<file path="config.mk">
export PLATFORM = sky130hd
export DESIGN_NAME = mux_n_1_pipe
export DESIGN_NICKNAME = d
export VERILOG_FILES = /design/src/rtl/mux_n_1_pipe.sv
export SDC_FILE = /design/constraint.sdc
export NUM_CORES = 1
export LEC_CHECK = 0
export ABC_AREA = 1
export CORE_UTILIZATION = 36
export DETAILED_ROUTE_END_ITERATION = 10
export HOLD_SLACK_MARGIN = 0.06
export PLACE_DENSITY_LB_ADDON = 0.1
export SLEW_MARGIN = 20
export SYNTH_ARGS = -nofsm -noshare
export SYNTH_HDL_FRONTEND = slang
export SYNTH_SLANG_ARGS = --single-unit
</file>
<file path="constraint.sdc">
create_clock -name clk_i -period 2 [get_ports clk_i]
set_clock_uncertainty 0.2 [all_clocks]
set_input_delay 0.4 -clock clk_i [delete_from_list [all_inputs] [get_ports clk_i]]
set_output_delay 0.4 -clock clk_i [all_outputs]
set_load 0.03 [all_outputs]
</file>
<file path="src/rtl/mux_n_1_pipe.sv">
// rtl/mux_n_1_pipe.sv - N-way WIDTH-bit select with registered valid/ready output stage
// Optional second (skid) output register enabled by MUX_N_1_SKID_EN.
module mux_n_1_pipe #(
   parameter  int WIDTH = 32,
   parameter  int N     = 3,
   localparam int SEL_W = $clog2(N)
) (
   input  logic               clk_i,
   input  logic               rst_ni,
   input  logic [N*WIDTH-1:0] data_i,
   input  logic [SEL_W-1:0]   sel_i,
   input  logic               valid_i,
   output logic               ready_o,
   output logic [WIDTH-1:0]   data_out_o,
   output logic               valid_o,
   input  logic               ready_i,
   input  logic               clr_err_i,
   output logic               err_o,
   output logic [7:0]         err_cnt_o
);

   logic [WIDTH-1:0] sel_data;
   logic             sel_legal;
   logic             in_hs;
   logic             out_hs;
   logic             illegal_acc;

   logic [WIDTH-1:0] out_data_q, out_data_d;
   logic             out_valid_q, out_valid_d;
   logic             err_q, err_d;
   logic [7:0]       err_cnt_q, err_cnt_d;

   // Out-of-range selects match no input and fall through to zero.
   always_comb begin
      sel_data  = '0;
      sel_legal = 1'b0;
      for (int k = 0; k < N; k++) begin
         if (sel_i == SEL_W'(k)) begin
            sel_data  = data_i[k*WIDTH +: WIDTH];
            sel_legal = 1'b1;
         end
      end
   end

   assign in_hs       = valid_i && ready_o;
   assign out_hs      = out_valid_q && ready_i;
   assign illegal_acc = in_hs && !sel_legal;

`ifdef MUX_N_1_SKID_EN
   logic [WIDTH-1:0] skid_data_q, skid_data_d;
   logic             skid_valid_q, skid_valid_d;

   // Ready is a pure register output, breaking the ready_i -> ready_o path.
   assign ready_o = !skid_valid_q;

   always_comb begin
      out_data_d   = out_data_q;
      out_valid_d  = out_valid_q;
      skid_data_d  = skid_data_q;
      skid_valid_d = skid_valid_q;
      if (skid_valid_q && out_hs) begin
         out_data_d   = skid_data_q;
         skid_valid_d = 1'b0;
      end else if (in_hs && (!out_valid_q || ready_i)) begin
         out_data_d  = sel_data;
         out_valid_d = 1'b1;
      end else if (in_hs) begin
         skid_data_d  = sel_data;
         skid_valid_d = 1'b1;
      end else if (out_hs) begin
         out_valid_d = 1'b0;
      end
   end

   always_ff @(posedge clk_i or negedge rst_ni) begin
      if (!rst_ni) begin
         skid_data_q  <= '0;
         skid_valid_q <= 1'b0;
      end else begin
         skid_data_q  <= skid_data_d;
         skid_valid_q <= skid_valid_d;
      end
   end
`else
   assign ready_o = !out_valid_q || ready_i;

   always_comb begin
      out_data_d  = out_data_q;
      out_valid_d = out_valid_q;
      if (in_hs) begin
         out_data_d  = sel_data;
         out_valid_d = 1'b1;
      end else if (out_hs) begin
         out_valid_d = 1'b0;
      end
   end
`endif

   // A new illegal event outranks a simultaneous clear.
   always_comb begin
      err_d     = err_q;
      err_cnt_d = err_cnt_q;
      if (illegal_acc) begin
         err_d = 1'b1;
         if (clr_err_i) begin
            err_cnt_d = 8'd1;
         end else if (err_cnt_q != 8'hFF) begin
            err_cnt_d = err_cnt_q + 8'd1;
         end
      end else if (clr_err_i) begin
         err_d     = 1'b0;
         err_cnt_d = 8'd0;
      end
   end

   always_ff @(posedge clk_i or negedge rst_ni) begin
      if (!rst_ni) begin
         out_data_q  <= '0;
         out_valid_q <= 1'b0;
         err_q       <= 1'b0;
         err_cnt_q   <= 8'd0;
      end else begin
         out_data_q  <= out_data_d;
         out_valid_q <= out_valid_d;
         err_q       <= err_d;
         err_cnt_q   <= err_cnt_d;
      end
   end

   assign data_out_o = out_data_q;
   assign valid_o    = out_valid_q;
   assign err_o      = err_q;
   assign err_cnt_o  = err_cnt_q;

endmodule

</file>
==> results.toml, run 1 <==
[status]
status = "finished, final reports clean"

[route]
drt_pass1_iterations = 4
routed_wl_mm = 7.09
vias_per_cell = 4.99
drtAntennaViolNets = 0
vias = 2602
drc = 0
drt_iter0_drc = 158
detail_route.wl_per_cell_um = 13.6

[synth]
synth_cell_types = 19
yosys_warnings = 0
synth_fp_nets = 400
ys_seq_area_frac = 0.479
synth-seq-cells = 42
netlist_area_um2 = 2190
synth_area_per_cell_um2 = 7.41
synthCells = 296

[pwr]
combPwrFrac = 0.389
leakage_uw = 0.00168
power_density_nw_per_um2 = 643
p_total_uw = 2520
p_seq_frac = 0.405
power.share.switching = 0.331
worst_ir_drop_vdd_uv = 389
p_sw_uw = 833
clock_power_share = 0.206
p_int_uw = 1680

[floorplanning]
num_rows = 28
initial_core_util = 0.373
core_area_um2 = 5890
die-area_um2 = 6410
chipHeight_um = 80.1
io_pins = 146
die_w_um = 80.1

[sta]
slew-limit-headroom = 0.666
tightest_slew_ns = 0.501
rsz0062_at_grt = "no"
slew_violations = 0
setup-violations-final = 0
final.setup.worst_slack_ns = 0.0635
tns_ns = 0
fmax_mhz = 516
finalHoldViolCount = 0
hold_ws_ns = 0.294
finalCritPeriodShare = 0.968
fin_crit_ns = 1.94

[final_layout]
area_growth_pct = 78.3
final_cell_mix = "135 x clkdlybuf4s50_1, 99 x nand2_1, 42 x dfrtp_1"
final_common_cell = "clkdlybuf4s50_1"
fillers = 521
drive_gt1_frac = 0.0605
nets = 550
antenna_cells = 0

[critical_path]
cpLargestDelayFamily = "buffers and inverters"
path_buf_inv = 1
regToRegEndpoint = "err_cnt_o[0]"
critPathSlowestCell = "clkdlybuf4s50_1"
cp_num_cells = 1
r2r_slack_ns = 0.40
crit_fanout = 2
crit_end = "data_out_o[3]"
crit_required_ns = 1.40
critPathCaptureType = "output pin"
max_stage_delay_ns = 0.68
critPathLaunch = "data_out_o[3]"
r2r-start = "err_cnt_o[0]"
crit_type = "reg -> out"
cp.arrival_ns = 1.34
critPathLaunchType = "flip-flop"
ff2ff_path_depth = 7
path_cells = "clkdlybuf4s50_1"

[global_routing]
grt_max_degree = 33
antenna_found_initial = 0
grt_overflow = 0
grt_pass1_vias = 2462
track_usage = 0.233
grt_pass1_wl_mm = 11.4

[job]
cap_violations = 0

[clock_network]
root_buffer = "clkbuf_8"
clk_pin_slew_ns = 0.08
cts_max_path_buffers = 2
post_cts_buffers = 0
cts_htree_levels = 2
insertion_delay_ns = 0.28
cts_buffers = 5
clock-sinks = 42
cts_tree = "yes"

[placement]
dp_hpwl_mm = 5.37
port_buffers = 145
dp_slack_ns = 0.0204
gp_congestion = 0.902

[hold_path]
min_path_type = "reg -> reg"
==> worst min-delay path, delay by kind of cell (launching register included) <==
kind / cells / cell delay, ns
DFF: 1 / 0.35
and+or+nand+nor: 2 / 0.11
==> cell type report <==
type / count / area, um2 / share of cell area
clock buffer: 7 / 76.3 / 0.0195
inverter: 14 / 52.6 / 0.0134
multi-input combinational: 225 / 1020 / 0.261
sequential: 42 / 1050 / 0.269
tap: 75 / 93.8 / 0.0240
timing repair buffer: 158 / 1620 / 0.413
==> sequential cells by signal, indices dropped and copies added (netlist names) <==
| register | cells |
|---|---|
| valid_o | 1 |
| err_cnt_o | 8 |
| err_o | 1 |
| data_out_o | 32 |
==> metrics by stage <==
| step | cells | cell area (um2) | util |
|---|---|---|---|
| floorplan | 296 | 2190 | - |
| global placement | 513 | 3830 | 0.651 |
| detailed placement | 513 | 3830 | 0.651 |
| CTS | 521 | 3910 | 0.664 |
| global route | 521 | 3910 | 0.665 |
| finish | 521 | 3910 | 0.665 |
==> how the worst min path moves through the flow <==
stage	startpoint	to	slack (ns)	cells past startpoint
final	err_o	err_o	0.29	2
after global routing	err_o	err_o	0.32	2
after CTS	err_o	err_o	0.29	2
after detailed placement	rst_ni	data_out_o[29]	0.19	1
after global placement	rst_ni	data_out_o[29]	0.19	1
after floorplan	rst_ni	data_out_o[0]	-0.1	0
==> power by group through the flow <==
stage | Clock, uW | Sequential [uW] | Combinational (uW)
after floorplan | 0 | 1260 | 211
after global placement | 0 | 1030 | 981
after detailed placement | 0 | 1040 | 985
after CTS | 529 | 1020 | 988
after global routing | 563 | 1030 | 1050
final | 518 | 1020 | 979
==> cell usage after synthesis <==
master    count  share of area
nand3_1       5          0.011
nand2_2       2         0.0057
nand2_1      99           0.17
inv_1        12          0.021
inv_2         1         0.0017
dfrtp_1      42           0.48
buf_1         3         0.0051
a31oi_1      32          0.091
o21ai_0       6          0.014
nor2_1       38          0.065
buf_2        12          0.027
a21oi_1      32          0.073
o211ai_1      1         0.0034
ha_1          1         0.0057
nand4_1       4          0.011
or2_2         1         0.0029
nand3b_1      1         0.0034
clkinv_1      1         0.0017
nor2_2        3         0.0086
==> metal layers <==
metal	wire length, um	share of wire	vias up	track usage
li1	-	-	1287	-
met1	2990	0.42	1201	0.278
met2	3350	0.47	107	0.399
met3	661	0.093	7	0.0716
met4	92	0.013	0	0.0696
met5	0	0	-	0
==> cells by family after synthesis <==
kind of cell / after synthesis / share of synthesized area
adders and majority gates: 1 / 0.00570
AOI/OAI and AO/OA: 71 / 0.181
buffers and inverters: 29 / 0.0564
DFF: 42 / 0.479
and+or+nand+nor: 153 / 0.278
==> timing repair <==
action	CTS	global route
hold buffers	1	0
endpoints found under the setup margin	6	2
endpoints found under the hold margin	19	0
resized for setup	6	2
(Power assumes the default switching activity.)
==> inputs of run 2 (changes only) <==
--- a/config.mk
+++ b/config.mk
@@ -6,6 +6,7 @@
 export NUM_CORES = 1
 export LEC_CHECK = 0
 export ABC_AREA = 1
+export CORE_MARGIN = 3
 export CORE_UTILIZATION = 36
 export DETAILED_ROUTE_END_ITERATION = 10
 export HOLD_SLACK_MARGIN = 0.06
==> run 2 against run 1 <==
  * Global-route usage shrank 2.5 points
  * Die area is 10% higher
  * Register-to-register slack barely moved
  * Combinational power hardly changed
  * Critical path depth is the same
  * Sequential power is essentially flat
  * Critical path type unchanged
  * Largest cell class unchanged
==> results.toml, run 2 (synthesis gave the netlist of run 1 again) <==
[clock_network]
cts_buffers = 5
post_cts_buffers = 0
clk_pin_slew_ns = 0.08
cts_htree_levels = 2
cts_max_path_buffers = 2
root_buffer = "clkbuf_8"
cts_tree = "yes"
clock-sinks = 42
insertion_delay_ns = 0.28

[hold_path]
holdPathEnd = "err_o"
min_path_type = "reg -> reg"
hold_path.startpoint = "err_o"
min_path_cells = 2

[sta]
finalHoldViolCount = 0
fin_crit_ns = 1.93
setup-violations-final = 0
tightest_slew_ns = 0.467
final.setup.worst_slack_ns = 0.0656
slew_violations = 0
rsz0062_at_grt = "no"
finalCritPeriodShare = 0.967
fmax_mhz = 517
slew-limit-headroom = 0.689
tns_ns = 0

[final_layout]
postLayoutCoreUtil = 0.692
nets = 551
final_common_cell = "clkdlybuf4s50_1"
largest_reg_flops = 32
finalNonFillerCells = 520
final_cell_mix = "133 x clkdlybuf4s50_1, 99 x nand2_1, 42 x dfrtp_1"
antenna_cells = 0
drive_gt1_frac = 0.0692
area_growth_pct = 79.9

[route]
detail_route.wl_per_cell_um = 14.2
drt_pass1_iterations = 4
routed_wl_mm = 7.38
drc = 0
drt_iter0_drc = 92
vias = 2588
vias_per_cell = 4.98
drtAntennaViolNets = 0

[floorplanning]
die-area_um2 = 7070
die_w_um = 84.1
chipHeight_um = 84.1
num_rows = 27
core_area_um2 = 5710
initial_core_util = 0.384
io_pins = 146

[global_routing]
grt_pass1_vias = 2533
grt_busiest_layer = "met2"
antenna_found_initial = 0
gr-usage-met2 = 0.354
grt_use_met1 = 0.257
grt_pass1_wl_mm = 11.9
grt_max_degree = 25
track_usage = 0.208
grt_overflow = 0
grtUsageMet3 = 0.0701

[pwr]
leakage_uw = 0.00174
worst_ir_drop_vdd_uv = 429
power_density_nw_per_um2 = 669

[status]
status = "finished, final reports clean"

[placement]
gp_congestion = 0.841
place_inst = 511
dp_hpwl_mm = 5.61
dp_slack_ns = 0.0515
port_buffers = 145

[critical_path]
path_buf_inv = 1
r2r-start = "err_cnt_o[0]"
crit_fanout = 4
critPathSlowestCell = "clkdlybuf4s50_1"
crit_required_ns = 1.40
r2r_slack_ns = 0.41
cp.arrival_ns = 1.33
critPathLaunchType = "flip-flop"
critPathCaptureType = "output pin"
path_cells = "clkdlybuf4s50_1"
crit_type = "reg -> out"
ff2ff_path_depth = 8
cpLargestDelayFamily = "buffers and inverters"
regToRegEndpoint = "err_cnt_o[5]"
max_stage_delay_ns = 0.68

[job]
cap_violations = 0
## run 2: changes by cell type in the layout (fill, tap and decap cells not counted)
cell             delta
dlygate4sd2_1       -2
clkbuf_1            -2
clkinv_2            +2
dlymetal6s2s_1      +4
buf_12              -1
bufinv_16           +1
clkdlybuf4s50_1     -2
buf_4               +2
## run 2: where the power goes
group	switching [uW]	internal (uW)
registers	59.1	960
clock network	275	367
logic	501	478
total	835	1800
## run 2: metrics by stage
step           total power (uW)  area (um2)  hold WS (ns)
2_1_floorplan              1470        2190       -0.0956
3_3_place_gp               2010        3820         0.173
3_5_place_dp               2020        3820         0.174
4_1_cts                    2680        3930         0.321
5_1_grt                    2790        3950         0.358
6_report                   2640        3950         0.307
## run 2: what timing repair did
| item | 4_1_cts | 5_1_grt |
|---|---|---|
| cloned | 0 | 0 |
| hold buffers | 1 | 0 |
| gates resized for setup | 4 | 6 |
| endpoints found under the setup margin | 4 | 6 |
| pin swaps | 0 | 0 |
| endpoints found under the hold margin | 18 | 0 |
## run 2: area by class of cell
cell class	instances	area [um2]
Fill cell	504	1760
Inverter	14	52.6
Tap cell	72	90.1
Multi-Input combinational cell	225	1020
Sequential cell	42	1050
Clock buffer	5	68.8
Timing Repair Buffer	159	1620
Clock inverter	3	40.0
## run 2: how the worst max path moves through the flow
stage                              start              to  cells past startpoint
after floorplan                  valid_o    err_cnt_o[5]                      8
after global placement           ready_i    err_cnt_o[5]                     10
after detailed placement        sel_i[0]   data_out_o[8]                      6
after CTS                   err_cnt_o[3]    err_cnt_o[3]                      1
after global routing      data_out_o[23]  data_out_o[23]                      1
final                       err_cnt_o[6]    err_cnt_o[6]                      1
## run 2: per-layer routing
layer / vias up / routed length, um
met5: - / 0
met4: 0 / 30
met3: 2 / 719
met2: 121 / 3680
met1: 1178 / 2950
li1: 1287 / -
==> inputs of run 3 (changes only) <==
--- a/config.mk
+++ b/config.mk
@@ -11,7 +11,7 @@
 export DETAILED_ROUTE_END_ITERATION = 10
 export HOLD_SLACK_MARGIN = 0.06
 export PLACE_DENSITY_LB_ADDON = 0.1
-export SLEW_MARGIN = 20
+export SLEW_MARGIN = 40
 export SYNTH_ARGS = -nofsm -noshare
 export SYNTH_HDL_FRONTEND = slang
 export SYNTH_SLANG_ARGS = --single-unit
==> results of run 3 <==
Same layout as run 2: the final DEF is identical, and so are final timing and power.
